### src/rtl/led_seq_driver.sv
// LED bank pattern sequencer: step prescaler, mode handshake, pattern FSM and PWM dimming.
// Optional macro LED_SEQ_GAMMA_EN squares the brightness threshold through one register stage.
module led_seq_driver #(
    parameter int CLK_HZ   = 50_000_000,
    parameter int STEP_HZ  = 4,
    parameter int PWM_BITS = 8,
    parameter int NUM_LEDS = 4
) (
    input  logic                clk,
    input  logic                rst,
    input  logic                en,
    input  logic [1:0]          mode,
    input  logic                mode_valid,
    output logic                mode_ready,
    input  logic [PWM_BITS-1:0] brightness,
    output logic                step_tick,
    output logic [NUM_LEDS-1:0] led
);

    localparam int DIV   = CLK_HZ / STEP_HZ;
    localparam int CNT_W = (DIV > 1) ? $clog2(DIV) : 1;
    localparam logic [CNT_W-1:0] CNT_MAX = CNT_W'(DIV - 1);

    localparam logic [1:0] MODE_OFF    = 2'd0;
    localparam logic [1:0] MODE_CHASE  = 2'd1;
    localparam logic [1:0] MODE_BOUNCE = 2'd2;
    localparam logic [1:0] MODE_BLINK  = 2'd3;

    localparam logic [2:0] ST_OFF       = 3'd0;
    localparam logic [2:0] ST_CHASE     = 3'd1;
    localparam logic [2:0] ST_BOUNCE_UP = 3'd2;
    localparam logic [2:0] ST_BOUNCE_DN = 3'd3;
    localparam logic [2:0] ST_BLINK     = 3'd4;

    localparam logic [NUM_LEDS-1:0] PAT_ONE = {{(NUM_LEDS-1){1'b0}}, 1'b1};
    localparam logic [NUM_LEDS-1:0] PAT_ALL = {NUM_LEDS{1'b1}};

    generate
        if (DIV < 2) begin : g_bad_div
            $error("led_seq_driver: CLK_HZ/STEP_HZ must be at least 2");
        end
        if (NUM_LEDS < 2) begin : g_bad_leds
            $error("led_seq_driver: NUM_LEDS must be at least 2");
        end
    endgenerate

    // ---------------- step prescaler ----------------
    logic [CNT_W-1:0] cnt_q, cnt_d;
    logic             tick;

    assign tick      = en && (cnt_q == CNT_MAX);
    assign step_tick = tick;

    always_comb begin
        cnt_d = cnt_q;
        if (en) begin
            cnt_d = (cnt_q == CNT_MAX) ? '0 : cnt_q + 1'b1;
        end
    end

    always_ff @(posedge clk or posedge rst) begin
        if (rst) begin
            cnt_q <= '0;
        end else begin
            cnt_q <= cnt_d;
        end
    end

    // ---------------- mode handshake ----------------
    // pend_q is still 0 in the transfer cycle, so a tick there cannot apply the new mode.
    logic       pend_q, pend_d;
    logic [1:0] pmode_q, pmode_d;
    logic       accept, apply;

    assign mode_ready = !pend_q;
    assign accept     = mode_valid && !pend_q;
    assign apply      = tick && pend_q;

    always_comb begin
        pend_d  = pend_q;
        pmode_d = pmode_q;
        if (apply) begin
            pend_d = 1'b0;
        end
        if (accept) begin
            pend_d  = 1'b1;
            pmode_d = mode;
        end
    end

    always_ff @(posedge clk or posedge rst) begin
        if (rst) begin
            pend_q  <= 1'b0;
            pmode_q <= MODE_OFF;
        end else begin
            pend_q  <= pend_d;
            pmode_q <= pmode_d;
        end
    end

    // ---------------- pattern FSM ----------------
    logic [2:0]          state_q, state_d;
    logic [NUM_LEDS-1:0] pat_q, pat_d;

    always_comb begin
        state_d = state_q;
        pat_d   = pat_q;
        if (apply) begin
            // An applied mode restarts its pattern and does not advance on this tick.
            case (pmode_q)
                MODE_CHASE: begin
                    state_d = ST_CHASE;
                    pat_d   = PAT_ONE;
                end
                MODE_BOUNCE: begin
                    state_d = ST_BOUNCE_UP;
                    pat_d   = PAT_ONE;
                end
                MODE_BLINK: begin
                    state_d = ST_BLINK;
                    pat_d   = PAT_ALL;
                end
                default: begin
                    state_d = ST_OFF;
                    pat_d   = '0;
                end
            endcase
        end else if (tick) begin
            case (state_q)
                ST_CHASE: begin
                    pat_d = {pat_q[NUM_LEDS-2:0], pat_q[NUM_LEDS-1]};
                end
                ST_BOUNCE_UP: begin
                    pat_d = pat_q << 1;
                    if (pat_d[NUM_LEDS-1]) begin
                        state_d = ST_BOUNCE_DN;
                    end
                end
                ST_BOUNCE_DN: begin
                    pat_d = pat_q >> 1;
                    if (pat_d[0]) begin
                        state_d = ST_BOUNCE_UP;
                    end
                end
                ST_BLINK: begin
                    pat_d = ~pat_q;
                end
                default: begin
                    state_d = ST_OFF;
                    pat_d   = '0;
                end
            endcase
        end
    end

    always_ff @(posedge clk or posedge rst) begin
        if (rst) begin
            state_q <= ST_OFF;
            pat_q   <= '0;
        end else begin
            state_q <= state_d;
            pat_q   <= pat_d;
        end
    end

    // ---------------- PWM ----------------
    logic [PWM_BITS-1:0] pwm_q;
    logic [PWM_BITS-1:0] thr;
    logic                full;
    logic                duty_on;

    always_ff @(posedge clk or posedge rst) begin
        if (rst) begin
            pwm_q <= '0;
        end else begin
            pwm_q <= pwm_q + 1'b1;
        end
    end

`ifdef LED_SEQ_GAMMA_EN
    logic [2*PWM_BITS-1:0] sq;
    logic [PWM_BITS-1:0]   thr_q;
    logic                  full_q;

    assign sq = {{PWM_BITS{1'b0}}, brightness} * {{PWM_BITS{1'b0}}, brightness};

    always_ff @(posedge clk or posedge rst) begin
        if (rst) begin
            thr_q  <= '0;
            full_q <= 1'b0;
        end else begin
            thr_q  <= PWM_BITS'(sq >> PWM_BITS);
            full_q <= &brightness;
        end
    end

    assign thr  = thr_q;
    assign full = full_q;
`else
    assign thr  = brightness;
    assign full = &brightness;
`endif

    // All-ones brightness must be fully on; the compare alone would drop one cycle per period.
    assign duty_on = full || (pwm_q < thr);

    // ---------------- output register ----------------
    logic [NUM_LEDS-1:0] led_q;

    always_ff @(posedge clk or posedge rst) begin
        if (rst) begin
            led_q <= '0;
        end else begin
            led_q <= pat_q & {NUM_LEDS{duty_on}};
        end
    end

    assign led = led_q;

endmodule

### config.mk
export PLATFORM = sky130hd
export DESIGN_NAME = led_seq_driver
export DESIGN_NICKNAME = d
export VERILOG_FILES = /design/src/rtl/led_seq_driver.sv
export SDC_FILE = /design/constraint.sdc
export NUM_CORES = 1
export LEC_CHECK = 0
export ABC_AREA = 1
export CORE_ASPECT_RATIO = 0.8
export CORE_MARGIN = 3
export CORE_UTILIZATION = 55
export CTS_CLUSTER_SIZE = 30
export DETAILED_ROUTE_END_ITERATION = 10
export PLACE_DENSITY_LB_ADDON = 0.08
export SYNTH_ARGS = -nofsm -noshare
export SYNTH_HDL_FRONTEND = slang
export SYNTH_SLANG_ARGS = --single-unit
### constraint.sdc
create_clock -name clk -period 1.97 [get_ports clk]
set_input_delay 0.2955 -clock clk [delete_from_list [all_inputs] [get_ports clk]]
set_output_delay 0.2955 -clock clk [all_outputs]
set_load 0.02 [all_outputs]
## After elaboration in Yosys (flattened, before gate mapping)

Cells that the tools add are included.

- Register bits after elaboration: 46
- Input bits: 14
- Output and inout port bits: 6
- Logic and storage cells: 47

- Add/subtract/negate cells: 2
- Order comparisons: 1
- Eq/ne operators: 11
- Mux-type cells: 13
- Bitwise operators: 2
- Reduce and logical (&&, ||, !) cells: 11

Operator list:

| kind | number |
|---|---|
| 24-bit by 1-bit adder with 24-bit output, second input constant | 1 |
| 24-bit == test, second input constant | 1 |
| 24-bit two-way mux | 1 |
| 3-bit one-hot mux with 3 select lines | 2 |
| 4-bit one-hot mux with 4 select lines | 1 |
| 3-bit two-way mux | 4 |
| 8-bit by 1-bit adder with 8-bit output, second input constant | 1 |
| 8-bit < comparator | 1 |
| 4-bit two-way mux | 2 |
| 4-bit one-hot mux with 2 select lines | 1 |
| 8-bit AND reduction | 1 |
| 3-bit by 2-bit == test with 1-bit output, second input constant | 2 |
| 3-bit != test, second input constant | 2 |
| 4-bit AND | 1 |
| 2-bit == test, second input constant | 2 |
| 4-bit inverter | 1 |
| 4-bit AND reduction | 1 |
| 2-bit nonzero test | 2 |
| 2-bit OR reduction | 2 |
| 3-bit by 1-bit == test with 1-bit output, second input constant | 1 |
| 3-bit == test, second input constant | 1 |
| 1-bit logical AND | 3 |
| 2-bit by 1-bit == test with 1-bit output, second input constant | 1 |
| 1-bit two-way mux | 2 |
| other kinds (3) | 3 |

## Logic depth before layout (Yosys ltp)

- Depth in word-level cells: 5
- Depth in mapped cells: 12
- Gate-level depth less buffers: 10

## Worst setup path before layout

OpenSTA, ideal clock, no wires.

- Path type: register to register
- Start: register cnt_q[0]
- End: register pat_q[3]
- Library setup time: 0.073 ns
- Data arrival time: 1.415 ns
- Required time: 1.897 ns
- Setup slack: 0.482 ns
- Stages on the path, launching flop included: 10
- Path buffers: 1
- Period minus slack after synthesis: 1.488 ns
- Path through: dfrtp_1 ha_1 nand3_1 nor2_4 nand2_4 clkinv_4 buf_8 nand2_1 clkinv_1 a21oi_2

- Cells in the longest elaborated chain, start to end: 4
- Elaborated cells between the ends (all ways): 5
- Those cells by class: 1 x eq/ne; 1 x mux; 3 x reduce/logical

RTL lines:

| element | line | source |
|---|---|---|
| from (decl) | 48 | `logic [CNT_W-1:0] cnt_q, cnt_d;` |
| from (signal assigned) | 65 | `cnt_q <= cnt_d;` |
| 24-bit == test * | 51 | `assign tick = en && (cnt_q == CNT_MAX);` |
| 1-bit logical AND * | 51 |  |
| net step_tick | 16 | `output logic step_tick,` |
| 1-bit logical AND | 77 | `assign apply = tick && pend_q;` |
| 4-bit two-way mux or 2-bit nonzero test (tied branches) | -- |  |
| to (signal assigned) | 162 | `pat_q <= pat_d;` |
| to (decl) | 103 | `logic [NUM_LEDS-1:0] pat_q, pat_d;` |

The timed path passes the listed nets; every way through them passes the cells marked *.
A chain may end at the register's enable or synchronous reset.

## Final worst setup path

- Start: register pend_q
- End: output port mode_ready

- Cells in the longest elaborated chain, start to end: 1

RTL lines:

| element | line | source |
|---|---|---|
| from (decl) | 71 | `logic pend_q, pend_d;` |
| from (signal assigned) | 96 | `pend_q <= pend_d;` |
| 1-bit zero test | 75 | `assign mode_ready = !pend_q;` |
| to (decl) | 14 | `output logic mode_ready,` |

Every way passes these cells.

==> flow_results.org <==
** Cells and area
- In the layout the commonest cells are 81 x sky130_fd_sc_hd__nand2_1, 49 x sky130_fd_sc_hd__inv_1, 47 x sky130_fd_sc_hd__nor2_1.
- Final design instance area without fill :: 3310 um2
- Of the cells placed in the final design, the portion with a size suffix greater than 1 is 15.7%.
- Layout filler cell count :: 391
- Area Growth Syn to Fin :: 18.6%
- Count of inserted antenna diode cells :: 0
- Final layout net count :: 435
- Most common cell after layout, fill and taps aside :: sky130_fd_sc_hd__nand2_1

** Job
- Max-cap check violation count :: 0

** Global route
- In the global route stage, overall resource usage came out at 21.5%.
- Entering global routing, the biggest net connects 47 pins.
- Summed over all layers, the global routing overflow is 0.
- Global-route wire length before repair :: 10.3 mm
- The number of antenna violations at the first check in global routing is 0.
- The via count of the first global-routing pass was 2,219.

** Clock tree
- Clock-pin slew was measured on the worst setup and hold paths at 0.08 ns.
- The number of clock buffers added by TritonCTS is 5.
- Root Buffer Master :: sky130_fd_sc_hd__clkbuf_8
- Clock Tree Buf Depth :: 2
- Clock latency on the worst-skew pair :: 0.30 ns
- Clock Sink Count :: 46
- CTS built an H-tree with a depth of 2.
- TritonCTS built the clock tree.

** Pwr
- Tot Pwr :: around 0.0024 W
- PwrDens :: 718 nW/um2
- VDD sags by at most 0.000507 V.
- Leak :: around 1.6 nW

** Placed design
- Number of I/O port buffers :: 19
- After legalization and detailed placement, the total HPWL measured 4.61 mm.
- Global placer's final weighted congestion :: 0.922
- Pre-CTS setup slack :: -0.251 ns
- Summing all placed instances gives a cell area of around 3200 um2.

** Logic synthesis
- Yosys warning total :: 0
- When the netlist entered floorplanning its net count stood at slightly below 400.
- The synthesized netlist occupies a cell area of 2790 um2.
- Number of synthesized register bits :: 46
- Cell count after synthesis :: 364
- Synthesized area divided by synthesized cell count :: between 7 and 8 um2
- Share of the yosys chip area belonging to registers :: about two fifths
- The number of different library cells used by synthesis comes to 37.

** Floorplanning
- In this run the vertical extent of the chip is 69.7 um.
- Starting Density :: 58.9%
- # IOs :: 20
- Placeable core area :: 4730 um2
- The die is 85.6 um wide.
- # rows :: 22
- Die Area :: roughly 6000 um2

** STA
- Setup repair after global routing missed its margin :: no
- At the pin with the least slew margin, the transition time is 0.357 ns.
- Setup violators final :: 0
- Clock Skews :: 0.00502 ns
- Min Tclk post-route :: about 1.8 ns
- Total Neg Setup Slack :: 0 ns
- Number of pins exceeding their max-slew limit in the final report :: 0
- Final worst-path cycle share :: 92.8%
- Crit path setup slack, layout :: 0.141 ns
- Hold Vio Cnt, Final :: 0
- Based on the critical path, the design can be clocked at up to about 550 MHz.
- Slew headroom :: 76.2%

** Critical path
- Launch point of the worst reg-to-reg path :: cnt_q[0]$_DFFE_PP0P_
- Kind of end point of the critical path :: output pin
- Worst setup path class :: flip-flop to output pin
- The most critical setup path has its startpoint at pend_q$_DFFE_PP0P_.
- Along the worst path, the maximum fanout reaches 7.
- STA classifies the critical path startpoint as a flip-flop.
- STA puts the critical path data required time at 1.67 ns.
- The worst register-to-register path has a depth of 8.
- Worst path arrival time :: 1.53 ns

** Hold path
- The tightest min-delay check is of the input pin to asynchronous set/reset pin type.

** Detailed routing
- Wire length after detailed routing :: approximately 6 mm
- After detailed routing, the number of remaining DRC violations is 0.
- Detailed-route via count :: 2,454
- Routed length per placed instance :: 12.7 um
- In the routed layout, each cell is associated on average with a via count of around 5.2.
- The pre-antenna-repair detailed-routing pass consisted of 5 iterations.
- The count of nets left with antenna violations once routing finished came out at 0.
- The first routing iteration left 198 violations.

** Outcome
- The run finished with clean final reports.
flip-flops by register name, summed over array words and instances, names as in the netlist:
| name | count |
|---|---|
| cnt_q | 24 |
| pwm_q | 8 |
| led | 4 |
| pat_q | 4 |
| state_q | 3 |
| pmode_q | 2 |
| pend_q | 1 |
synthesized netlist by cell type (all sizes together):
master  instances  area share [%]
a21oi          14             3.1
mux2            2            0.81
nor4            2            0.67
nor3b           2            0.54
o21a            2            0.54
or2             2            0.45
xor2           10             3.1
ha              9             4.0
nand3          21             3.9
buf             3             1.3
nor2           57             8.9
a31oi           2            0.45
inv            56             7.5
xnor2           5             1.6
o21ai          14             2.5
dfrtp          46              41
a21boi          2            0.54
nand3b          1            0.27
nand2          85              12
clkinv          2            0.45
nor3           15             3.1
nand4          12             2.9
path summary, 6_finish.rpt:
path | to | slack (ns)
worst max-delay path | mode_ready | 0.14
worst min-delay path | cnt_q[4]$_DFFE_PP0P_ | 0.35
worst max register to register | cnt_q[22]$_DFFE_PP0P_ | 0.21
worst min register to register | pwm_q[7]$_DFF_PP0_ | 0.48
max in group asynchronous | pwm_q[7]$_DFF_PP0_ | 1.41
min in group clk | pwm_q[7]$_DFF_PP0_ | 0.48
critical path, cell delays in order, from the launching register on:
cell                              delay, ns
sky130_fd_sc_hd__dfrtp_1               0.45
sky130_fd_sc_hd__inv_2                 0.16
sky130_fd_sc_hd__clkdlybuf4s50_1       0.63
cell families after synthesis:
group | share of synthesized area (%)
AO/OA/AOI/OAI | 7.09
XOR/XNOR | 4.71
adder cells (fa/ha/maj) | 4.04
buffers and inverters | 9.33
flip-flops | 41.3
multiplexers | 0.807
AND/OR/NAND/NOR | 32.8
stage by stage:
stage | utilization (%) | instances | hold slack, ns
after floorplan | - | 364 | 0.421
after global placement | 67.6 | 463 | 0.474
after detailed placement | 67.6 | 463 | 0.477
after CTS | 69.6 | 471 | 0.358
after global routing | 69.9 | 473 | 0.368
final | 69.9 | 473 | 0.347
metal layers:
layer	vias to the layer above	GRT usage [%]	routed length, um
met1	1115	32.9	3090
met4	0	6.33	74
met5	-	0	0
met3	6	4.04	364
li1	1257	-	-
met2	76	30.7	2480
area by class of cell:
class                      instances  area (um2)  share of cell area (%)
multi-input combinational        257        1380                    41.8
sequential                        46        1150                    34.8
timing repair buffer              44         385                    11.6
inverter                          58         223                    6.73
clock buffer                       7        86.3                    2.61
tap                               60        75.1                    2.27
clock inverter                     1        5.00                   0.151
report_power, final:
part | switching, W | leakage [nW] | total [W] | internal, W
Clock | 0.000320 | 0.0482 | 0.000603 | 0.000284
Combinational | 0.000357 | 1.04 | 0.000640 | 0.000283
Sequential | 0.0000890 | 0.539 | 0.00113 | 0.00104
Total | 0.000766 | 1.63 | 0.00237 | 0.00161
timing repair:
item / CTS / global route
endpoints found under the setup margin: 1 / 9
buffers inserted: 0 / 2
hold buffers: 0 / 0
resized for setup: 2 / 3
Note: power is estimated with default switching activity, not from simulation.
